===== config.mk =====
export PLATFORM = sky130hd
export DESIGN_NAME = cacheline_adaptor
export DESIGN_NICKNAME = d
export VERILOG_FILES = /design/src/rtl/cacheline_adaptor_pkg.sv /design/src/rtl/cacheline_adaptor.sv
export SDC_FILE = /design/constraint.sdc
export NUM_CORES = 1
export LEC_CHECK = 0
export CORE_AREA = 2 2 274 276
export DETAILED_ROUTE_END_ITERATION = 6
export DIE_AREA = 0 0 276 278
export GPL_ROUTABILITY_DRIVEN = 1
export PLACE_DENSITY = 0.55
export SYNTH_ARGS = -nofsm -noshare
export SYNTH_HDL_FRONTEND = slang
export SYNTH_SLANG_ARGS = --single-unit
export TNS_END_PERCENT = 30

===== constraint.sdc =====
create_clock -name clk -period 2.6 [get_ports clk]
set_clock_uncertainty 0.05 [all_clocks]
set_input_delay 0.39 -clock clk [delete_from_list [all_inputs] [get_ports clk]]
set_output_delay 0.39 -clock clk [all_outputs]
set_load 0.005 [all_outputs]

===== src/rtl/cacheline_adaptor_pkg.sv =====
// Shared cache types: line/address typedefs and the line-to-burst adaptor FSM encoding.
package cacheline_adaptor_pkg;

    typedef logic [255:0] cache_line_t;
    typedef logic [31:0]  pmem_addr_t;

    typedef enum logic [1:0] {
        IDLE,
        RD,
        WR,
        DONE
    } state_t;

    localparam int unsigned BURST_BEATS      = 4;
    localparam int unsigned LINE_OFFSET_BITS = 5;

endpackage


===== src/rtl/cacheline_adaptor.sv =====
module cacheline_adaptor
  import cacheline_adaptor_pkg::*;
#(
  parameter int unsigned s_offset        = 5,
  parameter int unsigned s_line          = 256,
  parameter int unsigned s_burst         = 64,
  parameter int unsigned WATCHDOG_CYCLES = 1024
) (
  input  logic               clk,
  input  logic               rst,
  input  logic [s_line-1:0]  line_i,
  output logic [s_line-1:0]  line_o,
  input  logic [31:0]        address_i,
  input  logic               read_i,
  input  logic               write_i,
  output logic               resp_o,
  input  logic [s_burst-1:0] burst_i,
  output logic [s_burst-1:0] burst_o,
  output logic [31:0]        address_o,
  output logic               read_o,
  output logic               write_o,
`ifdef CACHELINE_ADAPTOR_WATCHDOG_EN
  output logic               err_o,
`endif
  input  logic               resp_i
);

  localparam int unsigned num_beats = s_line / s_burst;
  localparam int unsigned cnt_w     = $clog2(num_beats);
  localparam logic [cnt_w-1:0] last_beat = cnt_w'(num_beats - 1);
  localparam logic [31:0] addr_mask = ~((32'd1 << s_offset) - 32'd1);

`ifdef CACHELINE_ADAPTOR_WATCHDOG_EN
  localparam int unsigned wd_w = ($clog2(WATCHDOG_CYCLES) < 10) ? 10 : $clog2(WATCHDOG_CYCLES);
  localparam logic [wd_w-1:0] wd_limit = wd_w'(WATCHDOG_CYCLES - 1);
  logic [wd_w-1:0] wd, wd_d;
  logic            err_d;
`endif

  state_t             state, state_d;
  logic [cnt_w-1:0]   cnt, cnt_d;
  logic [s_line-1:0]  wbuf, wbuf_d;
  logic [s_line-1:0]  line_d;
  logic [s_burst-1:0] burst_d;
  logic [31:0]        addr_d;
  logic               read_d, write_d, resp_d;

  always_comb begin
    state_d = state;
    cnt_d   = cnt;
    wbuf_d  = wbuf;
    line_d  = line_o;
    burst_d = burst_o;
    addr_d  = address_o;
    read_d  = read_o;
    write_d = write_o;
    resp_d  = 1'b0;
`ifdef CACHELINE_ADAPTOR_WATCHDOG_EN
    wd_d  = '0;
    err_d = err_o;
`endif
    case (state)
      IDLE: begin
        if (read_i) begin
          addr_d  = address_i & addr_mask;
          read_d  = 1'b1;
          cnt_d   = '0;
          state_d = RD;
        end else if (write_i) begin
          wbuf_d  = line_i;
          addr_d  = address_i & addr_mask;
          write_d = 1'b1;
          burst_d = line_i[s_burst-1:0];
          cnt_d   = '0;
          state_d = WR;
        end
      end
      RD: begin
        if (resp_i) begin
          line_d[s_burst*cnt +: s_burst] = burst_i;
          cnt_d = cnt + 1'b1;
          if (cnt == last_beat) begin
            read_d  = 1'b0;
            resp_d  = 1'b1;
            state_d = DONE;
          end
        end
      end
      WR: begin
        if (resp_i) begin
          cnt_d = cnt + 1'b1;
          if (cnt == last_beat) begin
            write_d = 1'b0;
            resp_d  = 1'b1;
            state_d = DONE;
          end else begin
            burst_d = wbuf[s_burst*cnt_d +: s_burst];
          end
        end
      end
      DONE: begin
        state_d = IDLE;
      end
      default: begin
        state_d = IDLE;
      end
    endcase
`ifdef CACHELINE_ADAPTOR_WATCHDOG_EN
    // Timeout only fires on a stall cycle, so it never overlaps a beat above.
    if ((state == RD) || (state == WR)) begin
      if (resp_i) begin
        wd_d = '0;
      end else if (wd == wd_limit) begin
        read_d  = 1'b0;
        write_d = 1'b0;
        resp_d  = 1'b1;
        err_d   = 1'b1;
        state_d = DONE;
      end else begin
        wd_d = wd + 1'b1;
      end
    end
`endif
  end

  always_ff @(posedge clk) begin
    if (rst) begin
      state     <= IDLE;
      cnt       <= '0;
      wbuf      <= '0;
      line_o    <= '0;
      burst_o   <= '0;
      address_o <= '0;
      read_o    <= 1'b0;
      write_o   <= 1'b0;
      resp_o    <= 1'b0;
`ifdef CACHELINE_ADAPTOR_WATCHDOG_EN
      wd        <= '0;
      err_o     <= 1'b0;
`endif
    end else begin
      state     <= state_d;
      cnt       <= cnt_d;
      wbuf      <= wbuf_d;
      line_o    <= line_d;
      burst_o   <= burst_d;
      address_o <= addr_d;
      read_o    <= read_d;
      write_o   <= write_d;
      resp_o    <= resp_d;
`ifdef CACHELINE_ADAPTOR_WATCHDOG_EN
      wd        <= wd_d;
      err_o     <= err_d;
`endif
    end
  end

endmodule


# Yosys cells after proc, flatten, opt, wreduce, memory -nomap -nowiden
# Cells that the tools add are included.
# classes
muxes	25
n_shift	3
bitwise_logic	3
addsub	2
eq_ne	15
reduce_logical	15
# ops
cell	count
256-bit bitwise mux	1
64-bit two-way mux	4
64-bit by 34-bit variable shift with 256-bit output, first input constant	1
256-bit by 9-bit variable part select with 64-bit output	1
64-bit by 34-bit variable part select with 256-bit output	1
64-bit one-hot mux with 2 select lines	1
32-bit two-way mux	2
8-bit negation with 34-bit output	1
2-bit inequality test, second input constant	8
2-bit two-way mux	7
5-bit AND reduction	2
3-bit AND reduction	3
2-bit nonzero test	4
2-bit equality test, second input constant	3
1-bit two-way mux	6
2-bit one-hot mux with 3 select lines	1
2-bit by 1-bit inequality test with 1-bit output, second input constant	2
1-bit one-hot mux with 2 select lines	2
2-bit one-hot mux with 2 select lines	1
2-bit AND reduction	2
4-bit AND reduction	1
3-bit inequality test, second input constant	1
1-bit NOT	3
3-bit OR reduction	1
other kinds (4)	4
# totals
out_inout_bits	355
regBits	615
in_bits	357
word_cells	72

# Depth between registers and ports, before layout
# logic_depth
ltp_word	5
depth_mapped	10
mapped_depth_nobuf	6

# Least setup slack after synthesis
# OpenSTA, ideal clock, no wires.
# synth_path
kind	register to register
startpoint	register cnt[0]
endpoint	register burst_o[10]
period_less_slack_ps	2234
arrival_ps	2050
setup_time_ps	134
path_stages_with_launch	10
n_path_buf	3
slack_ps	366
required_time_ps	2416
path_cell_list	dfxtp_1 > buf_2 > inv_1 > ha_1 > nand2b_1 > clkbuf_1 > buf_1 > o22ai_1 > a21oi_1 > a211oi_1
# synth_via
elab_chain_cells	5
word_cells_on_any_way	8
classes_between	1 x add/sub; 2 x eq/ne; 1 x shift; 3 x mux; 1 x reduce/logical
# synth_lines
item	line_no	text
start: declaration	cacheline_adaptor.sv:41	logic [cnt_w-1:0] cnt, cnt_d;
start signal: assignment	cacheline_adaptor.sv:143	cnt <= cnt_d;
2-bit by 1-bit adder with 2-bit output	cacheline_adaptor.sv:91	cnt_d = cnt + 1'b1;
256-bit by 9-bit variable part select with 64-bit output	cacheline_adaptor.sv:97	burst_d = wbuf[s_burst*cnt_d +: s_burst];
64-bit two-way mux	cacheline_adaptor.sv:92	if (cnt == last_beat) begin
64-bit two-way mux	cacheline_adaptor.sv:90	if (resp_i) begin
64-bit one-hot mux with 2 select lines	cacheline_adaptor.sv:62	case (state)
end signal: assignment	cacheline_adaptor.sv:146	burst_o <= burst_d;
end: declaration	cacheline_adaptor.sv:18	output logic [s_burst-1:0] burst_o,
# Several ways; a longest one is shown, not always the timed one. The select of a mux whose other input is x is not followed.
# A chain may end at the register's enable or synchronous reset.

# Worst setup path after layout
# layout_path
startpoint	register cnt[0]
endpoint	register line_o[100]
# layout_via
elab_chain_cells	3
word_cells_on_any_way	4
classes_between	1 x add/sub; 2 x shift; 1 x mux
# layout_lines
item	line_no	text
8-bit negation with 34-bit output (*)	cacheline_adaptor.sv:80	line_d[s_burst*cnt +: s_burst] = burst_i;
64-bit by 34-bit variable part select with 256-bit output or 64-bit by 34-bit variable shift with 256-bit output (tied branches)	cacheline_adaptor.sv:80	
256-bit bitwise mux (*)	cacheline_adaptor.sv:80	
end signal: assignment	cacheline_adaptor.sv:145	line_o <= line_d;
end: declaration	cacheline_adaptor.sv:12	output logic [s_line-1:0] line_o,
# Mark *: on every way between the ends. The rest lies on a longest branch, timed or not.

==> impl_metrics.py <==
metrics = {
    "worst_setup_path": {
        "crit_arrival_ns": 2.85,
        "cp-start-kind": "register",
        "worst-setup-path-type": "register to register",
        "critPathRequiredTime_ns": 3.06,
        "worstPathMaxFanout": 61,
        "timing.rr.start": "cnt[0]",
        "reg2reg_depth": 7,
        "reg2reg_setup_slack_ns": 0.22,
        "crit_path_end_kind": "register",
        "r2r-end": "line_o[100]",
    },
    "sta": {
        "worst_pin_slew_ns": 1.004,
        "rsz0062_at_grt": "no",
        "fin_crit_sh_pct": 91.70,
        "final_hold_viol_count": 0,
        "setup_viol": 0,
        "period_needed_ns": 2.384,
        "slew_headroom_pct": 33.05,
        "holdWs_ns": 0.09335,
        "tns_ns": 0,
        "fmax_mhz": 419.4,
        "slew_viol_final": 0,
    },
    "clock_network": {
        "cts_setup_buffers": 0,
        "clkSlewWorstSetupHoldPaths_ns": 0.06,
        "numCtsBuffers": 70,
        "cts-root-buf": "clkbuf_16",
        "postCtsHoldBufs": 0,
        "cts_sinks": 610,
        "ctsLongestPathBuffers": 3,
        "htree_levels": 3,
        "cts_tree": "built",
        "clk_latency_ns": 0.59,
        "cts_resized": 0,
    },
    "floorplanning": {
        "rows": 100,
        "core_mm2": 0.07382,
        "dieArea_mm2": 0.07673,
        "die_y_um": 278,
        "die_w_um": 276,
        "num_io_pins": 712,
        "start_util_pct": 31.32,
    },
    "layout": {
        "nets": 3630,
        "layout.cells.non_filler": 4299,
        "stdcell_area_mm2": 0.03360,
        "layout_commonest_cell": "clkdlybuf4s50_1",
        "drive_gt1_share_pct": 7.718,
        "final_cell_mix": "700 x clkdlybuf4s50_1, 609 x dfxtp_1, 571 x nand2_1",
        "synthToLayoutAreaGrowth_pct": 45.36,
    },
    "power_and_ir_drop": {
        "cellPowerDensity_mw_per_mm2": 825.8,
        "pwr-share-seq_pct": 39.5,
        "total_power_mw": 27.75,
        "internal_power_mw": 19.38,
        "irDropWorstVdd_mv": 0.3988,
        "pwr-share-comb_pct": 25.4,
        "power_switching_share_pct": 30.17,
        "switchingPower_mw": 8.373,
        "clkPwrFrac_pct": 35.1,
        "leakagePower_nw": 12.03,
    },
    "routing": {
        "drtIter0Drc": 1638,
        "top_layer": "met5",
        "wl_met2_mm": 41.46,
        "antenna_left": 0,
        "dr.pass1.iters": 7,
        "routedLengthMet1_mm": 35.71,
        "num_vias": 21770,
        "totalWireLength_mm": 86.85,
        "avgViaCountPerCell": 5.064,
        "drc_errors": 106,
        "wl_met3_mm": 7.099,
        "wl_per_cell_um": 20.20,
    },
    "flow_run": {
        "cap_violations": 0,
    },
    "global_routing": {
        "grt_pass1_wl_mm": 130.5,
        "grt_overflow": 0,
        "grt_max_degree": 186,
        "antenna_found_initial": 20,
        "grt_pass1_vias": 21100,
        "grt_usage_pct": 21.69,
    },
    "synthesis": {
        "synthTopCellsByArea": "dfxtp_1 53%, nand2_1 9.3%, a21oi_1 9.0%, a22oi_1 6.4%, nor2_1 3.3%",
        "avgSynthCellArea_um2": 8.665,
        "ys_ff_latch": 610,
        "synth_area_mm2": 0.02312,
        "synth_top_area_cell": "dfxtp_1",
        "synth_edf_count": 0,
        "seq_area_frac_synth_pct": 52.82,
        "yosysUniqueCellTypes": 33,
        "synth-async-reset-ratio_pct": 0,
        "ys.flop_type": "dfxtp_1",
        "synth_top_area_share_pct": 52.82,
        "netlist_instances": 2668,
        "yosys_warnings": 0,
    },
    "min_path": {
        "hp-start": "rst",
        "holdPathStages": 2,
        "min_path_type": "input port to register",
        "holdPathEnd": "line_o[89]",
    },
    "place": {
        "routabilityCongestion": 0.8524,
        "placed_area_mm2": 0.03128,
        "place_inst": 4159,
        "dpl.hpwl_mm": 59.67,
        "portBuffers": 701,
    },
    "outcome": {
        "violations": "DRC",
        "status": "finished with violations",
    },
}
## layer usage
| metal | vias up | track usage (%) |
|---|---|---|
| li1 | 10400 | - |
| met1 | 10420 | 26.97 |
| met2 | 804 | 36.06 |
| met3 | 130 | 5.910 |
| met4 | 18 | 7.748 |
| met5 | - | 0 |
## cell type report
cell class	count	area [µm²]
Antenna cell	13	32.53
Multi-Input combinational cell	1752	9764
Timing Repair Buffer	758	7825
Tap cell	969	1212
Inverter	70	262.8
Fill cell	7169	40220
Clock buffer	101	2039
Clock inverter	26	252.7
Sequential cell	610	12220
## sequential cells by signal, indices dropped and copies added (netlist names)
name	cells
cnt	2
address_o	27
wbuf	256
resp_o	1
read_o	1
state	2
write_o	1
line_o	256
burst_o	64
## per-stage QoR
stage | util (%) | setup WS [ns]
5_1_grt | 45.49 | 0.05449
3_3_place_gp | 42.37 | 0.002838
2_1_floorplan | - | 0.3660
6_report | 45.52 | 0.2157
4_1_cts | 45.48 | 0.2414
3_5_place_dp | 42.37 | 0.06249
## kinds of logic (layout without fill, tap and decap cells)
kind of cell               count (synthesis)  count (layout)  share of synthesized area, %
muxes                                    134             134                         6.159
other                                      1              18                       0.01622
AOI/OAI and AO/OA                        808             808                         21.71
and+or+nand+nor                          794             794                         13.31
adders and majority gates                 11              11                        0.5953
DFF                                      610             610                         52.82
buffers and inverters                    310             955                         5.385
## worst max path at each step
stage / startpoint / slack (ns) / cells past startpoint / end
6_report: cnt[0] / 0.22 / 7 / line_o[100]
5_1_grt: cnt[0] / 0.05 / 7 / line_o[109]
4_1_cts: state[0] / 0.24 / 7 / burst_o[27]
3_5_place_dp: resp_i / 0.06 / 7 / burst_o[24]
3_3_place_gp: resp_i / 0.003 / 7 / burst_o[18]
2_1_floorplan: cnt[0] / 0.37 / 9 / burst_o[10]
## cells in the mapped netlist (all sizes together) (2+ instances only)
| cell type | n |
|---|---|
| a21oi | 417 |
| nand2b | 2 |
| nand3 | 4 |
| clkbuf | 184 |
| a22o | 61 |
| and2 | 2 |
| a211oi | 66 |
| dfxtp | 610 |
| mux2i | 68 |
| nor2 | 203 |
| nor4 | 3 |
| buf | 56 |
| o22ai | 64 |
| nand2 | 571 |
| a22oi | 196 |
| ha | 11 |
| nor3b | 2 |
| mux2 | 66 |
| inv | 70 |
| nor2b | 4 |
## critical path, cell delays in order, from the launching register on
cell and delay, ns:
dfxtp_4 0.42, inv_1 0.15, ha_1 0.52, nand2b_1 0.20, nor4_4 0.29, buf_12 0.30, a22oi_1 0.14, nor2_1 0.13
## power groups by stage
| stage | combinational, mW | clock, mW | sequential, mW |
|---|---|---|---|
| final | 7.04 | 9.74 | 11.0 |
| after global routing | 7.67 | 10.4 | 11.1 |
| after detailed placement | 7.13 | 0 | 11.2 |
| after floorplan | 3.61 | 0 | 11.1 |
| after global placement | 7.03 | 0 | 11.1 |
| after CTS | 7.15 | 10.0 | 11.0 |
(Power assumes the default switching activity.)
